==> config.mk <==
export PLATFORM = sky130hd
export DESIGN_NAME = nbj_redirect_ctrl
export DESIGN_NICKNAME = d
export VERILOG_FILES = /design/src/rtl/nbj_pkg.sv /design/src/rtl/nbj_ckpt_fifo.sv /design/src/rtl/nbj_redirect_ctrl.sv
export SDC_FILE = /design/constraint.sdc
export NUM_CORES = 1
export LEC_CHECK = 0
export CAP_MARGIN = 10
export CORE_AREA = 2 2 96 98
export CTS_CLUSTER_DIAMETER = 40
export DETAILED_ROUTE_END_ITERATION = 8
export DIE_AREA = 0 0 98 100
export PLACE_DENSITY_LB_ADDON = 0.15
export SKIP_CTS_REPAIR_TIMING = 1
export SLEW_MARGIN = 15
export SYNTH_ARGS = -nofsm -noshare
export SYNTH_HDL_FRONTEND = slang
export SYNTH_SLANG_ARGS = --single-unit
==> constraint.sdc <==
create_clock -name clk -period 6.6 [get_ports clk]
set_clock_uncertainty 0.2 [all_clocks]
set_input_delay 0.99 -clock clk [delete_from_list [all_inputs] [get_ports clk]]
set_output_delay 0.99 -clock clk [all_outputs]
set_load 0.03 [all_outputs]
==> src/rtl/nbj_pkg.sv <==
// Shared types and constants for the nbj redirect controller slice.
package nbj_pkg;

  localparam int PC_W  = 32;
  localparam int TAG_W = 3;

  localparam logic [2:0] BR_JALR = 3'd3;
  localparam logic [2:0] BR_CALL = 3'd4;
  localparam logic [2:0] BR_RET  = 3'd5;

  typedef enum logic [1:0] {
    IDLE,
    RUN,
    FLUSH
  } state_t;

  // Classifies a block type into its effect on the return-address-stack pointer.
  function automatic logic [1:0] ras_action(input logic [2:0] br_type);
    case (br_type)
      BR_CALL: ras_action = 2'b01;
      BR_RET:  ras_action = 2'b10;
      BR_JALR: ras_action = 2'b00;
      default: ras_action = 2'b00;
    endcase
  endfunction

endpackage

==> src/rtl/nbj_ckpt_fifo.sv <==
// In-order checkpoint FIFO of post-block RAS pointers, with truncate-to-tag on
// a backend correction and a live-tag check against the in-flight window.
module nbj_ckpt_fifo
  import nbj_pkg::*;
#(
  parameter int DEPTH = 8,
  parameter int AW    = $clog2(DEPTH),
  parameter int DW    = 3
) (
  input  logic          clk,
  input  logic          rst,
  input  logic          push,
  input  logic [DW-1:0] push_data,
  input  logic          pop,
  input  logic          trunc,
  input  logic [AW-1:0] tag,
  output logic [DW-1:0] tag_data,
  output logic          tag_live,
  output logic [AW-1:0] wr_ptr,
  output logic [AW:0]   count,
  output logic          full
);

  logic [DW-1:0] mem [DEPTH];
  logic [AW-1:0] rd_ptr;
  logic [AW-1:0] rd_after;
  logic [AW-1:0] offset;
  logic [AW:0]   count_after;
  logic          pop_eff;

  // The retire is applied before the live check so a same-cycle commit and
  // correction see the window the commit leaves behind.
  always_comb begin
    pop_eff     = pop && (count != '0);
    rd_after    = rd_ptr + AW'(pop_eff);
    count_after = count - (AW+1)'(pop_eff);
    offset      = tag - rd_after;
    tag_live    = (count_after != '0) && ({1'b0, offset} < count_after);
  end

  assign tag_data = mem[tag];
  assign full     = (count == (AW+1)'(DEPTH));

  always_ff @(posedge clk) begin
    if (rst) begin
      rd_ptr <= '0;
      wr_ptr <= '0;
      count  <= '0;
    end else begin
      rd_ptr <= rd_after;
      if (trunc) begin
        if (tag_live) begin
          wr_ptr <= tag + AW'(1);
          count  <= {1'b0, offset} + (AW+1)'(1);
        end else begin
          count  <= count_after;
        end
      end else begin
        if (push) begin
          wr_ptr <= wr_ptr + AW'(1);
        end
        count <= count_after + (AW+1)'(push);
      end
    end
  end

  always_ff @(posedge clk) begin
    if (!rst && push && !trunc) begin
      mem[wr_ptr] <= push_data;
    end
  end

endmodule

==> src/rtl/nbj_redirect_ctrl.sv <==
// Fetch-PC sequencer around the nbj next-PC datapath: source arbitration,
// RAS pointer ownership, and checkpoint-based recovery with a fetch flush.
module nbj_redirect_ctrl
  import nbj_pkg::*;
#(
  parameter logic [PC_W-1:0] RESET_PC     = 32'h0,
  parameter int              FLUSH_CYCLES = 2,
  parameter int              CKPT_DEPTH   = 1 << TAG_W,
  parameter int              RAS_DEPTH    = 8,
  localparam int             CKPT_AW      = $clog2(CKPT_DEPTH),
  localparam int             RAS_AW       = $clog2(RAS_DEPTH)
) (
  input  logic               clk,
  input  logic               rst,
  input  logic               i_fetchReady,
  input  logic               i_predValid,
  input  logic [PC_W-1:0]    i_predPc_32,
  input  logic [2:0]         i_predType_3,
  input  logic [4:0]         i_blockSize_5,
  input  logic               i_commitValid,
  input  logic               i_correctValid,
  input  logic [PC_W-1:0]    i_correctPc_32,
  input  logic [CKPT_AW-1:0] i_correctTag_3,
  output logic               o_fetchValid,
  output logic [PC_W-1:0]    o_fetchPc_32,
  output logic [CKPT_AW-1:0] o_fetchTag_3,
  output logic               o_rasPush,
  output logic               o_rasPop,
  output logic [RAS_AW-1:0]  o_rasPtr_3,
  output logic               o_flushing,
  output logic               o_ckptFull,
  output logic               o_tagErr
);

  localparam int FLUSH_W = (FLUSH_CYCLES > 1) ? $clog2(FLUSH_CYCLES) : 1;

  state_t              state;
  state_t              state_nxt;
  logic [FLUSH_W-1:0]  flush_cnt;
  logic [FLUSH_W-1:0]  flush_cnt_nxt;
  logic [PC_W-1:0]     pc;
  logic [RAS_AW-1:0]   ras_ptr;
  logic [RAS_AW-1:0]   ras_upd;
  logic                fetch_valid;
  logic                fire;
  logic [1:0]          action;
  logic [RAS_AW-1:0]   ckpt_data;
  logic                ckpt_live;
  logic [CKPT_AW:0]    ckpt_count;
  logic                ckpt_full;

  always_ff @(posedge clk) begin
    if (rst) begin
      state     <= IDLE;
      flush_cnt <= '0;
    end else begin
      state     <= state_nxt;
      flush_cnt <= flush_cnt_nxt;
    end
  end

  // A correction from any state (re)starts the flush window.
  always_comb begin
    state_nxt     = state;
    flush_cnt_nxt = flush_cnt;
    if (i_correctValid) begin
      state_nxt     = FLUSH;
      flush_cnt_nxt = FLUSH_W'(FLUSH_CYCLES - 1);
    end else begin
      case (state)
        IDLE:    state_nxt = RUN;
        RUN:     state_nxt = RUN;
        FLUSH: begin
          if (flush_cnt == '0) begin
            state_nxt = RUN;
          end else begin
            flush_cnt_nxt = flush_cnt - FLUSH_W'(1);
          end
        end
        default: state_nxt = IDLE;
      endcase
    end
  end

  always_comb begin
    fetch_valid = 1'b0;
    o_flushing  = 1'b0;
    case (state)
      RUN:     fetch_valid = !ckpt_full;
      FLUSH:   o_flushing  = 1'b1;
      default: ;
    endcase
    if (rst) begin
      fetch_valid = 1'b0;
    end
  end

  assign fire = fetch_valid && i_fetchReady && !i_correctValid &&
                (ckpt_count < (CKPT_AW+1)'(CKPT_DEPTH));

  always_comb begin
    action    = ras_action(i_predType_3);
    ras_upd   = ras_ptr;
    o_rasPush = 1'b0;
    o_rasPop  = 1'b0;
    if (fire) begin
      if (action[0]) begin
        o_rasPush = 1'b1;
        ras_upd   = ras_ptr + RAS_AW'(1);
      end else if (action[1]) begin
        o_rasPop  = 1'b1;
        ras_upd   = ras_ptr - RAS_AW'(1);
      end
    end
  end

  always_ff @(posedge clk) begin
    if (rst) begin
      pc      <= RESET_PC;
      ras_ptr <= '0;
    end else if (i_correctValid) begin
      pc <= i_correctPc_32;
      if (ckpt_live) begin
        ras_ptr <= ckpt_data;
      end
    end else if (fire) begin
      pc      <= i_predValid ? i_predPc_32 : pc + {{(PC_W-5){1'b0}}, i_blockSize_5};
      ras_ptr <= ras_upd;
    end
  end

  nbj_ckpt_fifo #(
    .DEPTH (CKPT_DEPTH),
    .AW    (CKPT_AW),
    .DW    (RAS_AW)
  ) u_ckpt (
    .clk       (clk),
    .rst       (rst),
    .push      (fire),
    .push_data (ras_upd),
    .pop       (i_commitValid),
    .trunc     (i_correctValid),
    .tag       (i_correctTag_3),
    .tag_data  (ckpt_data),
    .tag_live  (ckpt_live),
    .wr_ptr    (o_fetchTag_3),
    .count     (ckpt_count),
    .full      (ckpt_full)
  );

  assign o_fetchValid = fetch_valid;
  assign o_fetchPc_32 = pc;
  assign o_rasPtr_3   = ras_ptr;
  assign o_ckptFull   = ckpt_full;
  assign o_tagErr     = i_correctValid && !rst && !ckpt_live;

endmodule

; Word level (Yosys, flattened, before mapping)
; Memory sizes are Yosys's and may differ from the RTL's.
; Index checks and enable logic that the tools add are counted.
; Widths: inputs -> output; s select.
[totals]
ff_bits = 48
inputBits = 81
memories = 1
out_inout_bits = 44
latchBits = 0
ramBits = 24
romBits = 0
[mem_list]
columns = name, words, word_bits, rd, rd_ports_with_merged_regs, wr, line_no
row1 = u_ckpt.mem, 8, 3, 1, 0, 1, nbj_ckpt_fifo.sv:24  ; logic [DW-1:0] mem [DEPTH];
[classes]
shift = 0
order_cmp = 2
mux = 31
addsub = 11
bitwise = 0
eq_ne = 8
div = 0
n_mul = 0
n_reduce_logical = 21
[ops]
columns = cell, count
row1 = $mux 32, 3
row2 = $add 32x5->32, 1
row3 = $mux 3, 9
row4 = $mux 1, 13
row5 = $add 3x1->3 const B, 3
row6 = $logic_and 1x1->1, 9
row7 = $mux 4, 2
row8 = $pmux 2 s2, 2
row9 = $reduce_bool 4->1, 2
row10 = $eq 3x3->1 const B, 2
row11 = $add 3x1->4 const B, 1
row12 = $add 4x1->4, 1
row13 = $eq 4x4->1 const B, 1
row14 = $logic_not 1->1, 4
row15 = $lt 3x4->1, 1
row16 = $lt 4x4->1 const B, 1
row17 = $mux 2, 2
row18 = $reduce_bool 2->1, 2
row19 = $reduce_or 2->1, 2
row20 = $sub 4x1->4, 1
row21 = $add 3x1->3, 1
row22 = $ne 3x3->1 const B, 1
row23 = $sub 3x1->3 const B, 1
row24 = $sub 3x3->3, 1
row25 = 7 further kinds, 7

; Depth between registers and ports, before layout
[depth]
ltp_word = 11
mapped_depth = 14
mapped_depth_nobuf = 14

; By module
; From an unflattened synthesis, not the netlist that was laid out.
[unflattened]
hier_cells = 516
hier_area_um2 = 4710.8
[by_module_without_submodules]
columns = module, n_inst, seq_area_each_um2, cells_per_inst, area_each_um2
row1 = nbj_redirect_ctrl, 1, 760.7, 376, 2914.0
row2 = nbj_ckpt_fifo, 1, 920.9, 140, 1796.7

; Worst setup path before layout
; No wires, ideal clock.
[synth_path]
path_type = input to output
startpoint = input port i_commitValid
endpoint = output port o_tagErr
cell_stages = 12
required_ns = 5.410
n_path_buf = 0
setup_slack_ns = 1.638
arrival_ns = 3.772
cell_sequence = o21a_1 > and2_1 > ha_1 > inv_1 > fa_1 > xnor2_1 > xnor2_1 > ha_1 > inv_1 > o21ai_1 > nand2_1 > nor3_1
[synth_between]
elab_chain_len = 7
word_cells_on_any_way = 9
[synth_lines]
columns = element, line_no
row1 = "start, declared", nbj_redirect_ctrl.sv:20  ; input logic i_commitValid,
row2 = $logic_and 1x1->1, nbj_ckpt_fifo.sv:34  ; pop_eff = pop && (count != '0);
row3 = $add 3x1->3, nbj_ckpt_fifo.sv:35  ; rd_after = rd_ptr + AW'(pop_eff);
row4 = via u_ckpt.rd_after[1], nbj_ckpt_fifo.sv:26  ; logic [AW-1:0] rd_after;
row5 = $sub 3x3->3, nbj_ckpt_fifo.sv:37  ; offset = tag - rd_after;
row6 = $lt 3x4->1, nbj_ckpt_fifo.sv:38  ; tag_live = (count_after != '0) && ({1'b0, offset} < count_after);
row7 = $logic_and 1x1->1, nbj_ckpt_fifo.sv:38
row8 = $logic_not 1->1, nbj_redirect_ctrl.sv:155  ; assign o_tagErr = i_correctValid && !rst && !ckpt_live;
row9 = $logic_and 1x1->1, nbj_redirect_ctrl.sv:155
row10 = "end, declared", nbj_redirect_ctrl.sv:32  ; output logic o_tagErr
; The timed path passes the listed nets, and every way through them passes these cells.

; Worst setup path after layout
; Ends and elaborated chain as after synthesis.

==> results.md <==
* Run status: complete, no violations
* Clock latency on the worst-skew pair at 360 ps
* Achievable Freq at 0.1704 GHz
* Class of the tightest hold or removal check: register to register
* Worst slew margin at 31.42%
* Cell family with most CP delay: buffers and inverters
* DP HPWL at 9.777 mm
* Die Area at 9800 um^2
* Critical path buffer and inverter count at 4
* Final setup violation count at 0
* Slew Viols, Final at 0
* Pin count of the biggest net entering global routing at 62
* Via count at 4,531
* CP Data Arrival Time at 4680 ps
* Count of flip-flops with a built-in enable after synthesis at 24
* I/O pins at 125
* Timing startpoint of the critical path: i_commitValid
* Kind of start point of the critical path: input port
* Global-route wire length before repair at 21.41 mm
* Kind of end point of the critical path: primary output
* Total detailed-routing wirelength at 13.64 mm
* Placed Instances at 730
* Leak pwr at 2.235 nW
* Mapped Area at 4544 um^2
* DRC marker count from the first detailed-route iteration at 295
* Number of global-route vias before repair at 4,279
* Synth warnings at 0
* Final antenna diode count at 0
* Logic depth of the worst setup path including buffers at 14
* Required time at the worst-slack endpoint at 5410 ps
* DRT antenna net count at 0
* Critical R2R Launch: u_ckpt.count[2]
* Clock-pin slew of the registers on the worst-case setup and hold paths at 90 ps
* Residual DRC count at 0
* Remaining Overflow, GRT at 0
* Post-synthesis cell type count at 73
* Worst Tran Pin Value at 1025 ps
* Predominant post-synthesis flop cell: sky130_fd_sc_hd__dfxtp_1
* Setup TNS at 0 ps
* P per Cell Area at 264.9 nW/um^2
* Seq cells post-synth at 72
* Detailed-router iteration count before antenna repair at 6
* Flop2flop setup slack at 2710 ps
* Sequential element share of the synthesized area at 37.00%
* Global routing usage summed across all routing layers at 27.32%
* Master of the slowest instance on the critical path: sky130_fd_sc_hd__clkdlybuf4s50_1
* Final hold slack at 300.5 ps
* CP Capture Point: o_tagErr
* Peak fanout along the critical path at 8
* Layout net count at 730
* Antenna violations before repair at 0
* Cells along the critical path: clkdlybuf4s50_1, o21a_1, and2_1, ha_1, inv_1, fa_1, xnor2_1, xnor2_1, ha_1, inv_1, o21ai_1, nand2_1, nor3_1, clkdlybuf4s50_1
* Cells on worst reg2reg path at 14
* Sink Count at 72
* Number of maximum-capacitance constraint violations at 0
* Cts bufs inserted at 9
* Area added between synthesis and finish at 34.14%
* Count of input and output buffers at 124
* Largest stage delay on the critical path at 720 ps
* Average wire per cell in the routed design at 18.28 um
* TritonCTS clock tree: done
* Worst IR Drop VDD at 171.9 uV
* Setup repair after global routing missed its margin: false
* CTS Buffer Depth at 2
* End of the worst register-to-register path: u_ckpt.wr_ptr[2]
* Routed via count divided by cell count at 6.074
* Die height at 100 um
* Starting utilization of the core area at 51.12%
* Crit path time final at 5870 ps
* Final std cells w/o fill at 746
* Fraction of final layout cells with drive strength greater than 1 at 7.717%
* Final Wtd Congestion at 0.9116
* H-tree levels at 3
* Average cell area after synthesis at 8.807 um^2
* Number of rows created at floorplan at 35
* Cells after synthesis at 516
* Worst setup path class: input port to primary output
* Async set-or-reset flop fraction in the synthesized netlist at 0%
* Syn Nets at 616
* Final critical-path share of the clock period at 88.93%
* Root buf cell: sky130_fd_sc_hd__clkbuf_8
* Total count of hold-check failures in the final report at 0
* Standard cell core area at 8890 um^2
* Die span in x at 98 um
[layout by cell type (no fill, tap or decap), drive strengths merged, types with 4 or more instances in the layout]
master / synthesis / layout
a211oi: 9 / 9
a21boi: 4 / 4
a21oi: 39 / 39
a22oi: 5 / 5
a311oi: 12 / 12
a31oi: 7 / 7
a32o: 5 / 5
and2: 8 / 8
and3: 10 / 10
and4: 4 / 4
buf: 12 / 8
clkbuf: 16 / 9
clkdlybuf4s50: 0 / 123
dfxtp: 48 / 48
edfxtp: 24 / 24
ha: 17 / 17
inv: 26 / 30
mux2i: 16 / 16
mux4: 6 / 6
nand2: 58 / 58
nand2b: 4 / 4
nand3: 17 / 17
nand4: 6 / 6
nor2: 51 / 51
nor3: 6 / 6
nor3b: 4 / 4
o21a: 5 / 5
o21ai: 25 / 25
o22ai: 9 / 9
or3: 4 / 4
xnor2: 13 / 13
xor2: 9 / 9
[registers in the layout (all words and copies together) (netlist names)]
signal,count
u_ckpt.wr_ptr,3
u_ckpt.rd_ptr,3
u_ckpt.count,4
o_rasPtr_3,3
u_ckpt.mem,24
flush_cnt,1
state,2
o_fetchPc_32,32
[stage by stage]
stage | setup slack [ps] | utilization, % | cell area (um^2) | total power, W
after CTS | 749.3 | 68.57 | 6096 | 0.001609
after global routing | 450.0 | 68.57 | 6096 | 0.001700
after floorplan | 1638 | - | 4544 | 0.0009809
final | 730.3 | 68.57 | 6096 | 0.001615
after global placement | 862.4 | 65.93 | 5861 | 0.001168
after detailed placement | 758.6 | 65.93 | 5861 | 0.001196
[layout make-up]
type | instances | area (um^2)
Inverter | 26 | 97.59
Multi-Input combinational cell | 390 | 2654
Clock buffer | 9 | 123.9
Fill cell | 700 | 2794
Tap cell | 111 | 138.9
Sequential cell | 72 | 1682
Timing Repair Buffer | 131 | 1289
Clock inverter | 7 | 111.4
[cells by family (layout without fill, tap and decap cells)]
group | after synthesis | after routing | synth area share [%]
and+or+nand+nor | 182 | 182 | 19.60
AOI/OAI and AO/OA | 144 | 144 | 22.25
DFF | 72 | 72 | 37.00
buffers and inverters | 54 | 173 | 4.598
muxes | 23 | 23 | 6.746
xor gates and xnor gates | 22 | 22 | 4.240
adders and majority gates | 19 | 19 | 5.562
[report_power, final]
group,internal (W),switching (W)
logic,0.000273,0.000363
clock network,0.000223,0.000193
registers,0.000513,0.0000508
total,0.00101,0.000607
[Yosys cell counts, drive strengths merged (3+ instances only)]
| cell | count | area (um^2) |
|---|---|---|
| a211oi | 9 | 67.56 |
| a21boi | 4 | 45.05 |
| a21o | 3 | 22.52 |
| a21oi | 39 | 202.7 |
| a22oi | 5 | 37.54 |
| a311oi | 12 | 111.4 |
| a31oi | 7 | 43.79 |
| a32o | 5 | 50.05 |
| a32oi | 3 | 26.28 |
| and2 | 8 | 52.55 |
| and3 | 10 | 63.81 |
| and4 | 4 | 37.54 |
| buf | 12 | 51.30 |
| clkbuf | 16 | 60.06 |
| dfxtp | 48 | 960.9 |
| edfxtp | 24 | 720.7 |
| ha | 17 | 212.7 |
| inv | 26 | 97.59 |
| mux2i | 16 | 160.2 |
| mux4 | 6 | 135.1 |
| nand2 | 58 | 217.7 |
| nand2b | 4 | 25.02 |
| nand3 | 17 | 85.08 |
| nand4 | 6 | 43.79 |
| nor2 | 51 | 191.4 |
| nor3 | 6 | 30.03 |
| nor3b | 4 | 30.03 |
| o211ai | 3 | 27.52 |
| o21a | 5 | 37.54 |
| o21ai | 25 | 125.1 |
| o22ai | 9 | 56.30 |
| or3 | 4 | 26.28 |
| xnor2 | 13 | 113.9 |
| xor2 | 9 | 78.83 |
[worst min-delay path by stage]
stage                          from         to  slack (ps)  cells past startpoint
after floorplan           flush_cnt  flush_cnt         260                      2
after detailed placement  flush_cnt  flush_cnt         290                      2
final                     flush_cnt  flush_cnt         300                      2
after CTS                 flush_cnt  flush_cnt         300                      2
after global routing      flush_cnt  flush_cnt         330                      2
after global placement    flush_cnt  flush_cnt         280                      2
[layer usage]
metal  wire, um  vias to the layer above  GRT usage, %
met5          0                        -             0
met4        240                        0         10.58
met3       1195                       19         4.944
met2       6284                      229         43.84
met1       5919                     2152         36.99
li1           -                     2131             -
[worst register-to-register path: cells and delay by family (launching register included)]
family	cells	cell delay, ps
xor gates and xnor gates	2	370
buffers and inverters	2	100
adders and majority gates	3	970
DFF	1	340
and+or+nand+nor	3	850
AOI/OAI and AO/OA	4	1010
Note: power is estimated with default switching activity, not from simulation.
==> edit 1, RTL diff (same flow settings) <==
Reset style: asynchronous (`rst`), changed in 3 clocked blocks.
--- a/src/rtl/nbj_ckpt_fifo.sv
+++ b/src/rtl/nbj_ckpt_fifo.sv
@@ -43,3 +43,3 @@
 
-  always_ff @(posedge clk) begin
+  always_ff @(posedge clk or posedge rst) begin
     if (rst) begin
--- a/src/rtl/nbj_redirect_ctrl.sv
+++ b/src/rtl/nbj_redirect_ctrl.sv
@@ -51,3 +51,3 @@
 
-  always_ff @(posedge clk) begin
+  always_ff @(posedge clk or posedge rst) begin
     if (rst) begin
@@ -116,3 +116,3 @@
 
-  always_ff @(posedge clk) begin
+  always_ff @(posedge clk or posedge rst) begin
     if (rst) begin
Check against the original RTL: differs if rst is asserted again (counterexample within 4 cycles, from zero or initial values and one cycle with rst high); with rst held inactive, the same outputs for 4 cycles.
==> edit 1 against the unedited design <==
- power is 14% higher
- sequential cell count stayed put
- design area is 0.27% lower
- synthesized area is 1.7% higher
- setup slack better by 0.30 ns
- wire length is 11% lower
- final cell count is 8.3% lower
- sequential power is 13% higher
- largest cell class unchanged
==> edit 1: results (changes against the unedited design) <==
* Syn Nets at 558 (-9.4%)
* Register area share after synthesis at 41.57% (+4.6 points)
* Global routing usage on met1 at 34.39% (-2.6 points)
* Pin count of the biggest net entering global routing at 80 (+29%)
* Routed WL per cell at 17.84 um (-2.4%)
* Worst Tran Pin Value at 0.8933 ns (-0.1316 ns)
* Synth area leaders: dfrtp_1, edfxtp_1, ha_1
* Min-delay src: state[0]$_DFFE_PP0P_
* Ys async rst share at 66.67% (+67 points)
* Net switching share of the total power at 39.56% (+2.0 points)
* Initial DRC Count at 216 (-27%)
* Share of cells above drive strength 1 at 7.679% (-0.038 points)
* Most frequent cells after synthesis: dfrtp_1, nand2_1, o21ai_0, a21oi_1, edfxtp_1
* Nets at 668 (-8.5%)
* Peak supply drop at 0.2269 mV (+32%)
* Cell variety after synth at 68 (-6.8%)
* First-pass GRT wire length at 20100 um (-6.1%)
* Met2 global-route usage at 41.10% (-2.7 points)
* Total GRT Usage at 25.38% (-1.9 points)
* Global routing usage on met3 at 4.387% (-0.56 points)
* Placer Congestion at 0.8814 (-3.3%)
* Vias per cell at 6.009 (-1.1%)
* Fillcell total at 701 (+0.14%)
* HPWL Detailed at 8725 um (-11%)
* Drt pass-1 iters at 5 (-1)
* Run status: finished, final reports clean
edit 1: cell families (layout without fill, tap and decap cells):
| family | Yosys count | after routing | synth area share, % |
|---|---|---|---|
| adder cells (fa/ha/maj) | 19 | 19 | 5.467 |
| flip-flops | 72 | 72 | 41.57 |
| AND/OR/NAND/NOR | 132 | 132 | 15.97 |
| buffers and inverters | 51 | 166 | 5.277 |
| AO/OA/AOI/OAI | 130 | 130 | 18.92 |
| XOR/XNOR | 31 | 31 | 6.035 |
| multiplexers | 23 | 23 | 6.766 |
edit 1: final cells by class:
cell class	instances	area, um^2	share of cell area [%]
multi-input combinational	335	2457	40.42
clock buffer	9	123.9	2.037
tap	111	138.9	2.284
clock inverter	7	86.33	1.420
inverter	22	85.08	1.399
sequential	72	1922	31.61
timing repair buffer	128	1266	20.83
edit 1: power by group through the flow:
stage	clock (mW)	combinational [mW]	sequential, mW
6_report	0.374	0.836	0.636
5_1_grt	0.400	0.941	0.651
4_1_cts	0.380	0.843	0.635
3_5_place_dp	0	0.837	0.644
3_3_place_gp	0	0.805	0.639
2_1_floorplan	0	0.513	0.683
edit 1: final timing paths:
kind | cells after the start | slack, ns | endpoint
worst min-delay path | 1 | 0.27 | state[0]$_DFFE_PP0P_
worst min register to register | 1 | 0.27 | state[0]$_DFFE_PP0P_
max in group asynchronous | 2 | 4.70 | o_fetchPc_32[5]$_DFFE_PP0P_
worst max-delay path | 14 | 1.03 | o_tagErr
min in group asynchronous | 2 | 0.97 | state[0]$_DFFE_PP0P_
worst max register to register | 14 | 2.24 | u_ckpt.wr_ptr[1]$_DFFE_PP0P_
edit 1: worst max-delay path: cells and delay by family:
kind,cells,cell delay (ns)
AND/OR/NAND/NOR,2,0.40
adder cells (fa/ha/maj),3,0.98
XOR/XNOR,2,0.35
buffers and inverters,3,1.16
AO/OA/AOI/OAI,4,0.51
edit 1: metal layers:
layer	vias to the layer above	wire (um)
met2	153	5818
met3	20	799
met4	0	266
met1	2012	5319
li1	1925	-
met5	-	0
edit 1: through the flow:
stage,hold slack (ns),cell area (um^2),power (mW),worst slack (ns),std cells
final,0.2738,6080,1.845,1.027,684
after global routing,0.3086,6080,1.993,0.7768,684
after CTS,0.2762,6078,1.857,1.007,684
after detailed placement,0.2632,5868,1.481,1.017,668
after global placement,0.2444,5868,1.445,1.104,668
after floorplan,0.2242,4623,1.196,1.575,458
==> edit 2, RTL diff (same settings) <==
Without the edit above. Change the parameter `RAS_DEPTH` from 8 to 16.
--- a/src/rtl/nbj_redirect_ctrl.sv
+++ b/src/rtl/nbj_redirect_ctrl.sv
@@ -8,3 +8,3 @@
   parameter int              CKPT_DEPTH   = 1 << TAG_W,
-  parameter int              RAS_DEPTH    = 8,
+  parameter int              RAS_DEPTH    = 16,
   localparam int             CKPT_AW      = $clog2(CKPT_DEPTH),
Ports: changed (resized o_rasPtr_3); port bits go from 125 to 126. The function was not compared with the original's and may differ.
==> edit 2 against the unedited design <==
- power is 5.2% higher
- synthesized area is 12% higher
- register-to-register slack worse by 0.12 ns
- sequential share of layout area is 1.9 points higher
- global-route usage is 3.4 points higher
- worst hold slack better by 0.0054 ns
- sequential cell count is 9 higher
- maximum frequency is 3.8% lower
- design area is 8.2% higher
- wire length is 11% higher
- critical path depth is 1 higher
- setup slack worse by 0.23 ns
- critical endpoint unchanged
==> edit 2: results (changes against the unedited design) <==
* Register area share after synthesis at 38.00% (+1.0 points)
* Post-Synth Adder-Cell Area at 5.191% (-0.37 points)
* Peak supply drop at 0.2541 mV (+48%)
* Port Buffer Count at 125 (+0.81%)
* Mux cell area share after synthesis at 7.125% (+0.38 points)
* Longest Clk Path Bufs at 2 (unchanged)
* Ys async rst share at 0% (unchanged)
* Initial antenna violation count at 0 (unchanged)
* Clk slew on worst S/H paths at 0.11 ns (+0.02 ns)
* Internal at 1.022 mW (+1.4%)
* Number of flops mapped to enable cells by yosys at 32 (+33%)
* Syn Nets at 659 (+7.0%)
* Placer Congestion at 0.8431 (-7.5%)
* Drt pass-1 iters at 5 (-1)
* Nets at 768 (+5.2%)
* Routed WL per cell at 19.37 um (+5.9%)
* Post-synthesis compound-gate area fraction at 19.59% (-2.7 points)
* Initial DRC Count at 408 (+38%)
* Antenna cells at 0 (unchanged)
* Hold WC Path Type: reg2reg
* CP peak stage delay at 0.69 ns (-0.03 ns)
* CTS root buf: clkbuf_8
* Synth area leaders: dfxtp_1, edfxtp_1, ha_1
* First-pass GRT wire length at 24270 um (+13%)
* Most frequent cells after synthesis: nand2_1, dfxtp_1, nor2_1, edfxtp_1, a21oi_1
* Critical Path Fanout Max at 7 (-1)
* Crit path DAT at 4.91 ns (+0.23 ns)
* Leakage at 2.395 nW (+7.2%)
* Synth Flop Type: dfxtp_1
* H-tree levels at 3 (unchanged)
* Cell variety after synth at 79 (+8.2%)
* Run status: finished, final reports clean
* Crit-path leading delay family: buffers and inverters
* Clk_lat worst skew at 0.36 ns (about the same)
* Worst Tran Pin Value at 1.038 ns (+0.01282 ns)
* Synth Warn # at 0 (unchanged)
* CTS Buf Count at 9 (unchanged)
* Total GRT Usage at 30.68% (+3.4 points)
* Share of cells above drive strength 1 at 7.143% (-0.57 points)
* Worst path slowest cell: clkdlybuf4s50_1
* Vias per cell at 6.490 (+6.9%)
* HPWL Detailed at 10650 um (+8.9%)
* Vias in the first global route at 4861 (+14%)
* Pin count of the biggest net entering global routing at 57 (-8.1%)
* Fillcell total at 674 (-3.7%)
* XOR/XNOR Fraction of Synth Area at 4.285% (+0.045 points)
[edit 2: worst register-to-register path, delay by kind of cell, from the launching register on]
kind	cells	cell delay, ns
XOR/XNOR	2	0.48
AND/OR/NAND/NOR	1	0.24
flip-flops	1	0.38
AO/OA/AOI/OAI	4	1.29
adder cells (fa/ha/maj)	4	1.16
buffers and inverters	2	0.14
[edit 2: metal layers]
layer / up-vias / global-route usage [%] / share of wire [%]
li1: 2323 / - / -
met2: 317 / 48.84 / 46
met5: - / 0 / 0
met4: 0 / 10.26 / 1.9
met3: 33 / 7.173 / 11
met1: 2409 / 41.60 / 42
[edit 2: path summary, 6_finish.rpt]
path | start | end | slack (ns) | depth (start not counted)
max | i_commitValid | o_tagErr | 0.50 | 15
min | flush_cnt$_SDFFE_PP0P_ | flush_cnt$_SDFFE_PP0P_ | 0.31 | 2
max reg2reg | u_ckpt.count[3]$_SDFF_PP0_ | u_ckpt.count[1]$_SDFF_PP0_ | 2.59 | 13
min reg2reg | flush_cnt$_SDFFE_PP0P_ | flush_cnt$_SDFFE_PP0P_ | 0.31 | 2
[edit 2: area by class of cell]
cell class | count | area share [%]
repair buffers | 132 | 19.69
flip-flops and latches | 81 | 29.44
multi-input cells | 412 | 43.97
clock inverters | 7 | 1.157
clock buffers | 9 | 1.878
inverters | 31 | 1.764
well taps | 111 | 2.105
[edit 2: stage by stage]
| step | instance area (um^2) | power, mW | cells | util [%] | setup WS (ns) |
|---|---|---|---|---|---|
| finish | 6596 | 1.698 | 783 | 74.20 | 0.5006 |
| floorplan | 5110 | 1.082 | 558 | - | 1.619 |
| detailed placement | 6396 | 1.322 | 767 | 71.95 | 0.5388 |
| global route | 6596 | 1.788 | 783 | 74.20 | 0.2252 |
| global placement | 6396 | 1.296 | 767 | 71.95 | 0.6331 |
| CTS | 6596 | 1.688 | 783 | 74.20 | 0.5258 |
[edit 2: cells by family after synthesis]
kind of cell               count (synthesis)
muxes                                     26
adders and majority gates                 20
and+or+nand+nor                          199
buffers and inverters                     65
xor gates and xnor gates                  25
AOI/OAI and AO/OA                        142
DFF                                       81
[edit 2: power by group through the flow]
stage | sequential (mW) | clock [mW] | combinational (mW)
after global placement | 0.658 | 0 | 0.638
after floorplan | 0.705 | 0 | 0.377
after CTS | 0.649 | 0.373 | 0.667
after global routing | 0.658 | 0.394 | 0.737
after detailed placement | 0.660 | 0 | 0.662
final | 0.651 | 0.371 | 0.676
